### src/rtl/vertex_pkg.sv
// Shared pipeline-control types for the five-stage core: hazard FSM states,
// register-index constants and the packed control bundle used by hazard_ctrl.
package vertex_pkg;

  localparam int REG_W = 5;
  localparam logic [REG_W-1:0] REG_X0 = '0;

  typedef enum logic [1:0] {
    RUN   = 2'd0,
    WAIT  = 2'd1,
    ABORT = 2'd2
  } hz_state_e;

  typedef struct packed {
    logic pc_stall;
    logic if_id_stall;
    logic if_id_flush;
    logic id_ex_bubble;
    logic id_ex_hold;
    logic ex_mem_hold;
    logic mem_wb_bubble;
    logic mem_err;
  } hz_ctrl_t;

  // Everything upstream of MEM holds while MEM/WB takes a bubble.
  function automatic hz_ctrl_t freeze_ctrl();
    hz_ctrl_t c;
    c               = '0;
    c.pc_stall      = 1'b1;
    c.if_id_stall   = 1'b1;
    c.id_ex_hold    = 1'b1;
    c.ex_mem_hold   = 1'b1;
    c.mem_wb_bubble = 1'b1;
    return c;
  endfunction

endpackage

### src/rtl/hazard_ctrl_if.sv
// Pipeline-side view of the hazard controller: ID/EX/MEM observations in,
// stall/hold/flush/bubble controls out.
interface hazard_ctrl_if;
  import vertex_pkg::*;

  logic             id_valid_i;
  logic [REG_W-1:0] id_rs1_i;
  logic [REG_W-1:0] id_rs2_i;
  logic             id_uses_rs1_i;
  logic             id_uses_rs2_i;
  logic [REG_W-1:0] ex_rd_i;
  logic             ex_mem_read_i;
  logic             ex_redirect_i;
  logic             mem_req_i;
  logic             mem_ready_i;

  logic             pc_stall_o;
  logic             if_id_stall_o;
  logic             if_id_flush_o;
  logic             id_ex_bubble_o;
  logic             id_ex_hold_o;
  logic             ex_mem_hold_o;
  logic             mem_wb_bubble_o;
  logic             mem_err_o;

  modport master (
    output id_valid_i, id_rs1_i, id_rs2_i, id_uses_rs1_i, id_uses_rs2_i,
           ex_rd_i, ex_mem_read_i, ex_redirect_i, mem_req_i, mem_ready_i,
    input  pc_stall_o, if_id_stall_o, if_id_flush_o, id_ex_bubble_o,
           id_ex_hold_o, ex_mem_hold_o, mem_wb_bubble_o, mem_err_o
  );

  modport slave (
    input  id_valid_i, id_rs1_i, id_rs2_i, id_uses_rs1_i, id_uses_rs2_i,
           ex_rd_i, ex_mem_read_i, ex_redirect_i, mem_req_i, mem_ready_i,
    output pc_stall_o, if_id_stall_o, if_id_flush_o, id_ex_bubble_o,
           id_ex_hold_o, ex_mem_hold_o, mem_wb_bubble_o, mem_err_o
  );

endinterface

### src/rtl/hazard_ctrl_load_use.sv
// Load-use detector: flags an ID instruction that reads the register a load
// in EX is about to write. Purely combinational.
module load_use_detect
  import vertex_pkg::*;
(
  input  logic             id_valid_i,
  input  logic [REG_W-1:0] id_rs1_i,
  input  logic [REG_W-1:0] id_rs2_i,
  input  logic             id_uses_rs1_i,
  input  logic             id_uses_rs2_i,
  input  logic [REG_W-1:0] ex_rd_i,
  input  logic             ex_mem_read_i,
  output logic             hit_o
);

  logic rs1_hit, rs2_hit;

  assign rs1_hit = id_uses_rs1_i && (id_rs1_i == ex_rd_i);
  assign rs2_hit = id_uses_rs2_i && (id_rs2_i == ex_rd_i);

  // x0 is hard-wired, so a load into it never creates a dependency.
  assign hit_o = id_valid_i && ex_mem_read_i && (ex_rd_i != REG_X0)
                 && (rs1_hit || rs2_hit);

endmodule

### src/rtl/hazard_ctrl.sv
// Hazard and sequencing controller: load-use stalls, redirect flushes and
// data-memory waits with timeout. Define HAZARD_CTRL_PERF_EN for stall/flush counters.
module hazard_ctrl
  import vertex_pkg::*;
#(
  parameter int MEM_TIMEOUT = 16
) (
  input  logic        clk_i,
  input  logic        rst_i,
  hazard_ctrl_if.slave hif
`ifdef HAZARD_CTRL_PERF_EN
  ,
  output logic [31:0] stall_cnt_o,
  output logic [31:0] flush_cnt_o
`endif
);

  localparam int CNT_W = $clog2(MEM_TIMEOUT + 1);
  localparam logic [CNT_W-1:0] CNT_ONE  = CNT_W'(1);
  localparam logic [CNT_W-1:0] CNT_LAST = CNT_W'(MEM_TIMEOUT - 1);

  hz_state_e        state;
  logic [CNT_W-1:0] wait_cnt;
  logic             load_use;
  logic             mem_stall;
  hz_ctrl_t         ctl;

  load_use_detect u_lud (
    .id_valid_i    (hif.id_valid_i),
    .id_rs1_i      (hif.id_rs1_i),
    .id_rs2_i      (hif.id_rs2_i),
    .id_uses_rs1_i (hif.id_uses_rs1_i),
    .id_uses_rs2_i (hif.id_uses_rs2_i),
    .ex_rd_i       (hif.ex_rd_i),
    .ex_mem_read_i (hif.ex_mem_read_i),
    .hit_o         (load_use)
  );

  assign mem_stall = hif.mem_req_i && !hif.mem_ready_i;

  always_ff @(posedge clk_i) begin
    if (rst_i) begin
      state    <= RUN;
      wait_cnt <= '0;
    end else begin
      case (state)
        RUN: begin
          if (mem_stall) begin
            wait_cnt <= CNT_ONE;
            state    <= WAIT;
          end
        end
        WAIT: begin
          // A ready arriving on the timeout cycle still completes normally.
          if (hif.mem_ready_i) begin
            wait_cnt <= '0;
            state    <= RUN;
          end else if (wait_cnt == CNT_LAST) begin
            state    <= ABORT;
          end else begin
            wait_cnt <= wait_cnt + CNT_ONE;
          end
        end
        ABORT: begin
          wait_cnt <= '0;
          state    <= RUN;
        end
        default: begin
          wait_cnt <= '0;
          state    <= RUN;
        end
      endcase
    end
  end

  always_comb begin
    ctl = '0;
    if (!rst_i) begin
      case (state)
        RUN: begin
          if (mem_stall) begin
            ctl = freeze_ctrl();
          end else if (hif.ex_redirect_i) begin
            ctl.if_id_flush  = 1'b1;
            ctl.id_ex_bubble = 1'b1;
          end else if (load_use) begin
            ctl.pc_stall     = 1'b1;
            ctl.if_id_stall  = 1'b1;
            ctl.id_ex_bubble = 1'b1;
          end
        end
        // Redirects and load-use stay pending in the frozen stages until release.
        WAIT: begin
          if (!hif.mem_ready_i) ctl = freeze_ctrl();
        end
        ABORT: begin
          ctl.mem_err       = 1'b1;
          ctl.mem_wb_bubble = 1'b1;
        end
        default: ctl = '0;
      endcase
    end
  end

  assign hif.pc_stall_o      = ctl.pc_stall;
  assign hif.if_id_stall_o   = ctl.if_id_stall;
  assign hif.if_id_flush_o   = ctl.if_id_flush;
  assign hif.id_ex_bubble_o  = ctl.id_ex_bubble;
  assign hif.id_ex_hold_o    = ctl.id_ex_hold;
  assign hif.ex_mem_hold_o   = ctl.ex_mem_hold;
  assign hif.mem_wb_bubble_o = ctl.mem_wb_bubble;
  assign hif.mem_err_o       = ctl.mem_err;

`ifdef HAZARD_CTRL_PERF_EN
  always_ff @(posedge clk_i) begin
    if (rst_i) begin
      stall_cnt_o <= '0;
      flush_cnt_o <= '0;
    end else begin
      if (ctl.pc_stall && !ctl.if_id_flush) stall_cnt_o <= stall_cnt_o + 32'd1;
      if (ctl.if_id_flush)                  flush_cnt_o <= flush_cnt_o + 32'd1;
    end
  end
`endif

endmodule

### src/flat_wrapper.sv
// flat-port wrapper written by rule: the top's interface ports become plain ports
module hazard_ctrl_flat import vertex_pkg::*;
#(
  parameter int MEM_TIMEOUT = 16
)
  (clk_i, rst_i, hif_id_valid_i, hif_id_rs1_i, hif_id_rs2_i, hif_id_uses_rs1_i, hif_id_uses_rs2_i, hif_ex_rd_i, hif_ex_mem_read_i, hif_ex_redirect_i, hif_mem_req_i, hif_mem_ready_i, hif_pc_stall_o, hif_if_id_stall_o, hif_if_id_flush_o, hif_id_ex_bubble_o, hif_id_ex_hold_o, hif_ex_mem_hold_o, hif_mem_wb_bubble_o, hif_mem_err_o);
  hazard_ctrl_if hif_i ();
  input  logic clk_i;
  input  logic rst_i;
  input wire logic [$bits(hif_i.id_valid_i)-1:0] hif_id_valid_i;
  input wire logic [$bits(hif_i.id_rs1_i)-1:0] hif_id_rs1_i;
  input wire logic [$bits(hif_i.id_rs2_i)-1:0] hif_id_rs2_i;
  input wire logic [$bits(hif_i.id_uses_rs1_i)-1:0] hif_id_uses_rs1_i;
  input wire logic [$bits(hif_i.id_uses_rs2_i)-1:0] hif_id_uses_rs2_i;
  input wire logic [$bits(hif_i.ex_rd_i)-1:0] hif_ex_rd_i;
  input wire logic [$bits(hif_i.ex_mem_read_i)-1:0] hif_ex_mem_read_i;
  input wire logic [$bits(hif_i.ex_redirect_i)-1:0] hif_ex_redirect_i;
  input wire logic [$bits(hif_i.mem_req_i)-1:0] hif_mem_req_i;
  input wire logic [$bits(hif_i.mem_ready_i)-1:0] hif_mem_ready_i;
  output wire logic [$bits(hif_i.pc_stall_o)-1:0] hif_pc_stall_o;
  output wire logic [$bits(hif_i.if_id_stall_o)-1:0] hif_if_id_stall_o;
  output wire logic [$bits(hif_i.if_id_flush_o)-1:0] hif_if_id_flush_o;
  output wire logic [$bits(hif_i.id_ex_bubble_o)-1:0] hif_id_ex_bubble_o;
  output wire logic [$bits(hif_i.id_ex_hold_o)-1:0] hif_id_ex_hold_o;
  output wire logic [$bits(hif_i.ex_mem_hold_o)-1:0] hif_ex_mem_hold_o;
  output wire logic [$bits(hif_i.mem_wb_bubble_o)-1:0] hif_mem_wb_bubble_o;
  output wire logic [$bits(hif_i.mem_err_o)-1:0] hif_mem_err_o;
  assign hif_i.id_valid_i = hif_id_valid_i;
  assign hif_i.id_rs1_i = hif_id_rs1_i;
  assign hif_i.id_rs2_i = hif_id_rs2_i;
  assign hif_i.id_uses_rs1_i = hif_id_uses_rs1_i;
  assign hif_i.id_uses_rs2_i = hif_id_uses_rs2_i;
  assign hif_i.ex_rd_i = hif_ex_rd_i;
  assign hif_i.ex_mem_read_i = hif_ex_mem_read_i;
  assign hif_i.ex_redirect_i = hif_ex_redirect_i;
  assign hif_i.mem_req_i = hif_mem_req_i;
  assign hif_i.mem_ready_i = hif_mem_ready_i;
  assign hif_pc_stall_o = hif_i.pc_stall_o;
  assign hif_if_id_stall_o = hif_i.if_id_stall_o;
  assign hif_if_id_flush_o = hif_i.if_id_flush_o;
  assign hif_id_ex_bubble_o = hif_i.id_ex_bubble_o;
  assign hif_id_ex_hold_o = hif_i.id_ex_hold_o;
  assign hif_ex_mem_hold_o = hif_i.ex_mem_hold_o;
  assign hif_mem_wb_bubble_o = hif_i.mem_wb_bubble_o;
  assign hif_mem_err_o = hif_i.mem_err_o;
  hazard_ctrl #(.MEM_TIMEOUT(MEM_TIMEOUT)) u_core (.clk_i(clk_i), .rst_i(rst_i), .hif(hif_i));
endmodule
### config.mk
export PLATFORM = sky130hd
export DESIGN_NAME = hazard_ctrl_flat
export DESIGN_NICKNAME = d
export VERILOG_FILES = /design/src/rtl/vertex_pkg.sv /design/src/rtl/hazard_ctrl_if.sv /design/src/rtl/hazard_ctrl_load_use.sv /design/src/rtl/hazard_ctrl.sv /design/src/flat_wrapper.sv
export SDC_FILE = /design/constraint.sdc
export NUM_CORES = 1
export LEC_CHECK = 0
export CAP_MARGIN = 30
export CORE_MARGIN = 5
export CORE_UTILIZATION = 36
export DETAILED_ROUTE_END_ITERATION = 8
export HOLD_SLACK_MARGIN = 0.05
export PLACE_DENSITY_LB_ADDON = 0.25
export SLEW_MARGIN = 0
export SYNTH_ARGS = -nofsm -noshare
export SYNTH_HDL_FRONTEND = slang
export SYNTH_SLANG_ARGS = --single-unit
### constraint.sdc
create_clock -name clk_i -period 2.63 [get_ports clk_i]
set_input_delay 0.789 -clock clk_i [delete_from_list [all_inputs] [get_ports clk_i]]
set_output_delay 0.789 -clock clk_i [all_outputs]
set_load 0.02 [all_outputs]
==> results.tsv, run 1 <==
stage	metric	value	unit
cells_and_area	syn2layout_area_growth	73.2	%
sta	hold_viol	0	
place	dpl.hpwl	1.36	mm
place	port_buffers	31	
power	power.total	0.312	mW
place	place_ws	-0.873	ns
global_routing	grt-ovfl-total	0	
global_routing	grt_max_degree	9	
cts	cts_buffers	3	
setup_path	worstPathArrival	1.91	ns
run_status	failed_checks	negative setup slack	
drt	drc	0	
cts	post_cts_buffers	0	
setup_path	cp.required	1.84	ns
synth	async_flop_share	0	
synth	synth_edf_count	0	
place	gp_congestion	0.767	
floorplan	io_pins	32	
global_routing	grt_use_total	0.146	
cells_and_area	n_antenna_cell	0	
sta	fin_tns_setup	-0.196	ns
power	cellInternalPower	0.225	mW
power	p_clk_frac	0.300	
floorplan	rows	14	
global_routing	first_global_vias	657	
sta	finalMaxSlewViolations	0	
floorplan	initial_core_util	0.373	
cts	path_clk_slew	0.05	ns
power	pwr_density_cell	324	nW/um2
sta	finalSetupViolCount	3	
synth	synth_nets	97	
synth	synth_area	556	um2
sta	fin_ws	-0.0702	ns
synth	ys_seq_area_frac	0.252	
cells_and_area	fin_area	962	um2
power	pwr-share-seq	0.357	
floorplan	coreArea	1490	um2
cts	clock_latency	0.24	ns
sta	relSlewSlack	0.733	
global_routing	grt_pass1_wl	2.88	mm
power	ir_worst_vdd	0.000302	V
cells_and_area	fin_cells	127	
setup_path	start_kind	input pin	
floorplan	die_x	49.3	um
synth	ys_top_cells_by_count	10 x xnor2_1, 7 x dfxtp_1, 6 x nor2_1, 5 x nand2_1, 4 x inv_1	
synth	syn_avg_cell_area	7.82	um2
synth	synth.most_common_cell	xnor2_1	
sta	worst_pin_slew	0.395	ns
cells_and_area	drive_gt1_frac	0.414	
drt	viasPerCell	5.05	
run_status	status	finished with violations	
floorplan	dieArea	2430	um2
synth	synth_warnings	0	
power	power_switching	0.0869	mW
worst_hold_path	hold_path.class	reg -> reg	
place	placed_cell_area	936	um2
sta	post-route-min-period	2.70	ns
cts	clockBufferDepth	2	
place	placed_cells	123	
run	max_cap_violations	0	
synth	synthFlopType	dfxtp_1	
sta	fin_crit_sh	1.03	
drt	top_layer_used	met4	
power	power_leakage	0.431	nW
power	p_comb_frac	0.343	
synth	yosysTopAreaCell	dfxtp_1	
synth	synth_cells	71	
sta	rsz0062_at_grt	true	
sta	holdWs	0.497	ns
cts	htree_levels	1	
setup_path	crit_type	in -> out	
drt	wl_met2	926	um
synth	synth_cell_types	32	
synth	netlist_top_cells_area	dfxtp_1 25%, xnor2_1 16%, ha_1 4.5%	
drt	final_antenna_net_count	0	
cells_and_area	fin_util	0.646	
global_routing	antenna_found_initial	0	
drt	avgRoutedWirePerCell	13.6	um
cts	cts_root_buffer	clkbuf_4	
cts	cts_tree	yes	
drt	drtIter0Drc	7	
sta	skew	0.000896	ns
cells_and_area	nets	138	
setup_path	end_kind	primary output	
cts	holdBufCountCts	0	
sta	max_freq	0.370	GHz
drt	routed_wl	1.72	mm
setup_path	path_max_fanout	3	
drt	vias	641	
drt	drt-met1-wl	699	um
cts	cts.sinks	7	
synth	ys_ff_latch	7	
power	swShare	0.278	
drt	route.met3.wl	91	um
synth	yosysTopAreaCellShare	0.252	
drt	firstDrtPassIters	4	
floorplan	die_h	49.3	um
layout make-up:
type / instances / area (um2)
clock buffer: 4 / 26.3
fill: 137 / 527
inverter: 4 / 15.0
multi-input combinational: 56 / 453
sequential: 7 / 140
tap: 16 / 20.0
timing repair buffer: 40 / 308
logic make-up (layout without fill, tap and decap cells):
logic type / count (synthesis) / in the layout / share of synthesized area
and+or+nand+nor: 29 / 29 / 0.293
AOI/OAI and AO/OA: 14 / 14 / 0.160
xor gates and xnor gates: 11 / 11 / 0.173
buffers and inverters: 8 / 48 / 0.0766
DFF: 7 / 7 / 0.252
adders and majority gates: 2 / 2 / 0.0450
power groups by stage:
stage	Sequential [mW]	Clock, mW	Combinational (mW)
detailed placement	0.113	0	0.107
finish	0.111	0.0936	0.107
CTS	0.111	0.0965	0.106
global placement	0.113	0	0.106
global route	0.111	0.103	0.117
floorplan	0.112	0	0.0436
per-layer routing:
metal  track usage  up-vias
met4        0.0359        0
met2         0.268       17
met1         0.164      294
met3        0.0367        2
met5             0        -
li1              -      328
path summary, 6_finish.rpt:
path / start / endpoint / slack, ns / cells past startpoint
worst max-delay path: hif_ex_rd_i[4] / hif_id_ex_bubble_o / -0.07 / 5
worst min register to register: u_core.wait_cnt[0]$_SDFFE_PP0P_ / u_core.wait_cnt[0]$_SDFFE_PP0P_ / 0.50 / 2
worst max register to register: u_core.wait_cnt[0]$_SDFFE_PP0P_ / u_core.wait_cnt[3]$_SDFFE_PP0P_ / 0.79 / 8
worst min-delay path: u_core.wait_cnt[0]$_SDFFE_PP0P_ / u_core.wait_cnt[0]$_SDFFE_PP0P_ / 0.50 / 2
critical path, stage by stage:
cell       delay, ns
buf_8           0.10
or4_4           0.54
o2111ai_4       0.23
a21boi_1        0.09
buf_4           0.16
cell usage in the layout, fill, tap and decap left out, types with 4 or more instances in the layout:
cell	Yosys	final
buf_2	1	13
buf_4	3	9
buf_6	0	5
dfxtp_1	7	7
dlygate4sd2_1	0	5
inv_1	4	4
nand2_1	5	5
nor2_1	6	6
xnor2_1	10	7
registers in the layout, summed over array words and instances (netlist names):
register,flops
u_core.wait_cnt,5
u_core.state,2
what timing repair did:
| item | CTS | global route |
|---|---|---|
| gates resized for setup | 107 | 8 |
| pin swaps | 20 | 4 |
| endpoints found under the setup margin | 8 | 7 |
Note: power is estimated with default switching activity, not from simulation.
==> inputs of run 2 (changes only) <==
RECOVER_POWER = 25   (was default)
==> results of run 2 <==
No change in the layout: final DEF, timing and power equal those of run 1.
==> variant 1 (settings of run 1) <==
The package constant `REG_X0` goes from '0 to 1.
--- a/src/rtl/vertex_pkg.sv
+++ b/src/rtl/vertex_pkg.sv
@@ -3,7 +3,7 @@
 package vertex_pkg;
 
   localparam int REG_W = 5;
-  localparam logic [REG_W-1:0] REG_X0 = '0;
+  localparam logic [REG_W-1:0] REG_X0 = 1;
 
   typedef enum logic [1:0] {
     RUN   = 2'd0,
Check against the original RTL: not equivalent (a bounded check fails within 4 cycles, from zero or initial values and one cycle with rst_i high).
==> variant 1 against run 1 <==
The run still ends with negative setup slack left. Routed wire length increased by 3.2%. Area after synthesis increased by 4.3%. Cell area increased by 5.7%. Setup slack improved by 0.0031 ns. Total power increased by 4.4%. Sequential cell count unchanged. Via count increased by 1.4%. Synthesized cell count increased by 1.4%. Utilization increased by 2.1 points. Sequential share of layout area decreased by 0.79 points. Critical path type unchanged.
==> variant 1: results (changes against run 1) <==
fraction of final layout cells sized beyond drive strength 1 45.5% (+4.1 points); highest ir drop seen on vdd 285 uV (-5.7%); number of DRC markers after the initial detailed-route iteration 9 (+2); setup slack after layout -0.0671 ns (+0.00308 ns); Post-DP HPWL 1360 um (about the same); status complete, but fails checks; global-route wire length before repair 2990 um (+3.6%); fraction of registers with async set/reset 0% (unchanged); setup TNS after final layout -0.159 ns (+0.0371 ns); violated checks negative setup slack; area after detailed placement 956 um2 (+2.1%); transition time of the tightest slew-check pin 0.281 ns (-0.114 ns); Hold/Removal Path Class register to register; Synthesized Nets 98 (+1.0%); number of endpoints failing setup at the final stage 3 (unchanged); number of global-route vias before repair 652 (-0.76%); Bufs on Longest Clock Path 2 (unchanged); yosys synthesis warning count 0 (unchanged); Skew-Pair Late Insertion Delay 0.25 ns; number of max-capacitance violations reported 0 (unchanged); largest net degree at the start of global routing 10 (+1); share of the yosys chip area belonging to registers 24.2% (-1.0 points); largest registers u_core.wait_cnt x5, u_core.state x2; total leakage power 0.442 nW (+2.6%); Post-layout nets 139 (+0.72%); number of placed cells counting well taps 123 (unchanged); weighted congestion reported at the end of routability-driven placement 0.829 (+8.1%); main area contributors after synthesis sky130_fd_sc_hd__dfxtp_1 24%, sky130_fd_sc_hd__xnor2_1 15%, sky130_fd_sc_hd__ha_1 4.3%; slack of the worst reg-to-reg path 0.84 ns (+0.05 ns); worst slack, placed -0.892 ns (-0.0189 ns); average detailed-routed wire length per instance 13.9 um (+2.4%); Max Clock Skew 0.00279 ns (+0.00189 ns); synth cell count leaders 10 x sky130_fd_sc_hd__xnor2_1, 7 x sky130_fd_sc_hd__dfxtp_1, 4 x sky130_fd_sc_hd__inv_1, 4 x sky130_fd_sc_hd__nand2_1, 4 x sky130_fd_sc_hd__nor2_1; gate count of the mapped netlist 72 (+1.4%); unique cell type count in the Yosys netlist 35 (+9.4%); Avg Vias per Cell 5.08 (+0.61%); total global-route track usage 15.0% (+0.40 points); Cell Count, Final, Fillers Out 128 (+0.79%)
variant 1: cell type report:
type / instances / area (um2)
Fill cell: 130 / 507
Sequential cell: 7 / 140
Tap cell: 16 / 20.0
Clock buffer: 4 / 26.3
Timing Repair Buffer: 41 / 329
Multi-Input combinational cell: 56 / 487
Inverter: 4 / 15.0
variant 1: timing repair:
| item | CTS | global route |
|---|---|---|
| gates resized for setup | 117 | 4 |
| pin swaps | 21 | 7 |
| endpoints found under the setup margin | 8 | 5 |
| setup buffers | 1 | 0 |
variant 1: logic make-up after synthesis:
group | after synthesis | share of synthesized area, %
xor gates and xnor gates | 11 | 16.6
AOI/OAI and AO/OA | 14 | 16.0
buffers and inverters | 9 | 7.99
adders and majority gates | 2 | 4.32
DFF | 7 | 24.2
muxes | 1 | 1.73
and+or+nand+nor | 28 | 29.2
variant 1: worst min-delay path by stage:
stage	startpoint	to	slack, ns
3_3_place_gp	u_core.wait_cnt[3]	u_core.wait_cnt[3]	0.47
2_1_floorplan	u_core.wait_cnt[3]	u_core.wait_cnt[3]	0.45
5_1_grt	u_core.wait_cnt[3]	u_core.wait_cnt[3]	0.51
3_5_place_dp	u_core.wait_cnt[4]	u_core.wait_cnt[4]	0.48
6_report	u_core.wait_cnt[3]	u_core.wait_cnt[3]	0.49
4_1_cts	u_core.wait_cnt[3]	u_core.wait_cnt[3]	0.49
variant 1: metal layers:
metal	wire [um]	track usage (%)
met3	87	4.22
met2	943	27.0
met4	6	5.24
met1	743	16.5
met5	0	0
variant 1: power by group:
part / switching [mW] / internal (mW) / leakage (nW)
clock network: 0.0424 / 0.0581 / 0.0150
registers: 0.00192 / 0.108 / 0.0568
logic: 0.0509 / 0.0643 / 0.370
variant 1: critical path, stage by stage:
cell	delay, ns
sky130_fd_sc_hd__buf_8	0.10
sky130_fd_sc_hd__or4b_4	0.54
sky130_fd_sc_hd__o2111ai_4	0.23
sky130_fd_sc_hd__a21boi_1	0.09
sky130_fd_sc_hd__buf_4	0.16
==> variant 2 (flow settings as in run 1) <==
Without the edit above. The 3 states of `hz_state_e` get a one-hot encoding in 3 bits.
--- a/src/rtl/vertex_pkg.sv
+++ b/src/rtl/vertex_pkg.sv
@@ -5,10 +5,10 @@
   localparam int REG_W = 5;
   localparam logic [REG_W-1:0] REG_X0 = '0;
 
-  typedef enum logic [1:0] {
-    RUN   = 2'd0,
-    WAIT  = 2'd1,
-    ABORT = 2'd2
+  typedef enum logic [2:0] {
+    RUN   = 3'b001,
+    WAIT  = 3'b010,
+    ABORT = 3'b100
   } hz_state_e;
 
   typedef struct packed {
Formal check against the unedited RTL: no difference found for any inputs over 10 cycles, from zero or initial values and one cycle with rst_i high; not proved beyond that.
==> variant 2 against run 1 <==
The run still ends with negative setup slack left. Sequential cell count grew 1. Maximum frequency shrank 3.3%. Routed wire length grew 15%. Total power grew 16%. Clock power grew 4.5%. Die area grew 7.5%. Cell area grew 20%. Setup slack lost 0.091 ns. Hold slack lost 0.0012 ns. Critical path depth grew 1. Register-to-register slack lost 0.63 ns. Area after synthesis grew 9.5%. Critical endpoint is now hif_if_id_stall_o. Largest cell class unchanged.
==> variant 2: results (changes against run 1) <==
status complete, but fails checks; violated checks negative setup slack; Max Clock Skew 0.00296 ns (+0.00206 ns); fraction of final layout cells sized beyond drive strength 1 51.6% (+10 points); weighted congestion reported at the end of routability-driven placement 0.759 (-1.1%); transition time of the tightest slew-check pin 0.270 ns (-0.125 ns); proportion of synthesized area in mux cells 1.65% (+1.6 points); total leakage power 0.517 nW (+20%); RR Endpoint u_core.state[1]; total power 0.362 mW (+16%); slack of the worst reg-to-reg path 0.16 ns (-0.63 ns); source of the worst register-to-register timing path u_core.state[0]; largest registers u_core.wait_cnt x5, u_core.state x3; destination of the critical timing path hif_if_id_stall_o; via count 691 (+7.8%); worst hold start u_core.wait_cnt[4]; Post-DP HPWL 1400 um (+2.5%); unique cell type count in the Yosys netlist 37 (+16%); CP arrival 2.00 ns (+0.09 ns); average detailed-routed wire length per instance 14.2 um (+4.4%); Skew-Pair Late Insertion Delay 0.26 ns (+0.02 ns); setup slack after layout -0.161 ns (-0.0907 ns); count of fill cells added during filler insertion 103 (-25%); Post-layout nets 152 (+10%); Synthesized Nets 98 (+1.0%); number of DRC markers after the initial detailed-route iteration 15 (+8); GR met2 Demand/Resource 34.5% (+7.7 points); number of endpoints failing setup at the final stage 4 (+1); highest ir drop seen on vdd 268 uV (-11%); synthesized-area fraction occupied by adder cells 4.12% (-0.39 points); xor/xnor cell area share of the yosys netlist 14.4% (-2.9 points); area after detailed placement 993 um2 (+6.1%); number of global-route vias before repair 702 (+6.8%); gate count of the mapped netlist 72 (+1.4%); main area contributors after synthesis sky130_fd_sc_hd__dfxtp_1 26%, sky130_fd_sc_hd__xor2_1 12%, sky130_fd_sc_hd__inv_1 4.3%; share of the yosys chip area belonging to registers 26.3% (+1.1 points)
==> variant 2: changes by cell type in the layout (fill, tap and decap cells not counted), sizes merged, moves of 2 or more <==
cell and change:
nor3 +3, clkdlybuf4s50 +2, a211oi +2, nand4 -2, xnor2 -8, clkbuf -2, o21ai -4, o31ai +2
inv +3, buf +12, xor2 +7, nand2 -4
==> variant 2: area by class of cell <==
| class | count | share of cell area [%] |
|---|---|---|
| clock buffers | 3 | 1.95 |
| inverters | 7 | 2.27 |
| multi-input cells | 53 | 42.1 |
| flip-flops and latches | 8 | 14.0 |
| well taps | 16 | 1.73 |
| repair buffers | 53 | 38.0 |
==> variant 2: timing repair <==
| item | 4_1_cts | 5_1_grt |
|---|---|---|
| pin swaps | 20 | 5 |
| setup endpoints to repair | 8 | 9 |
| hold buffers | 0 | 0 |
| gates resized for setup | 105 | 14 |
| setup buffers | 12 | 1 |
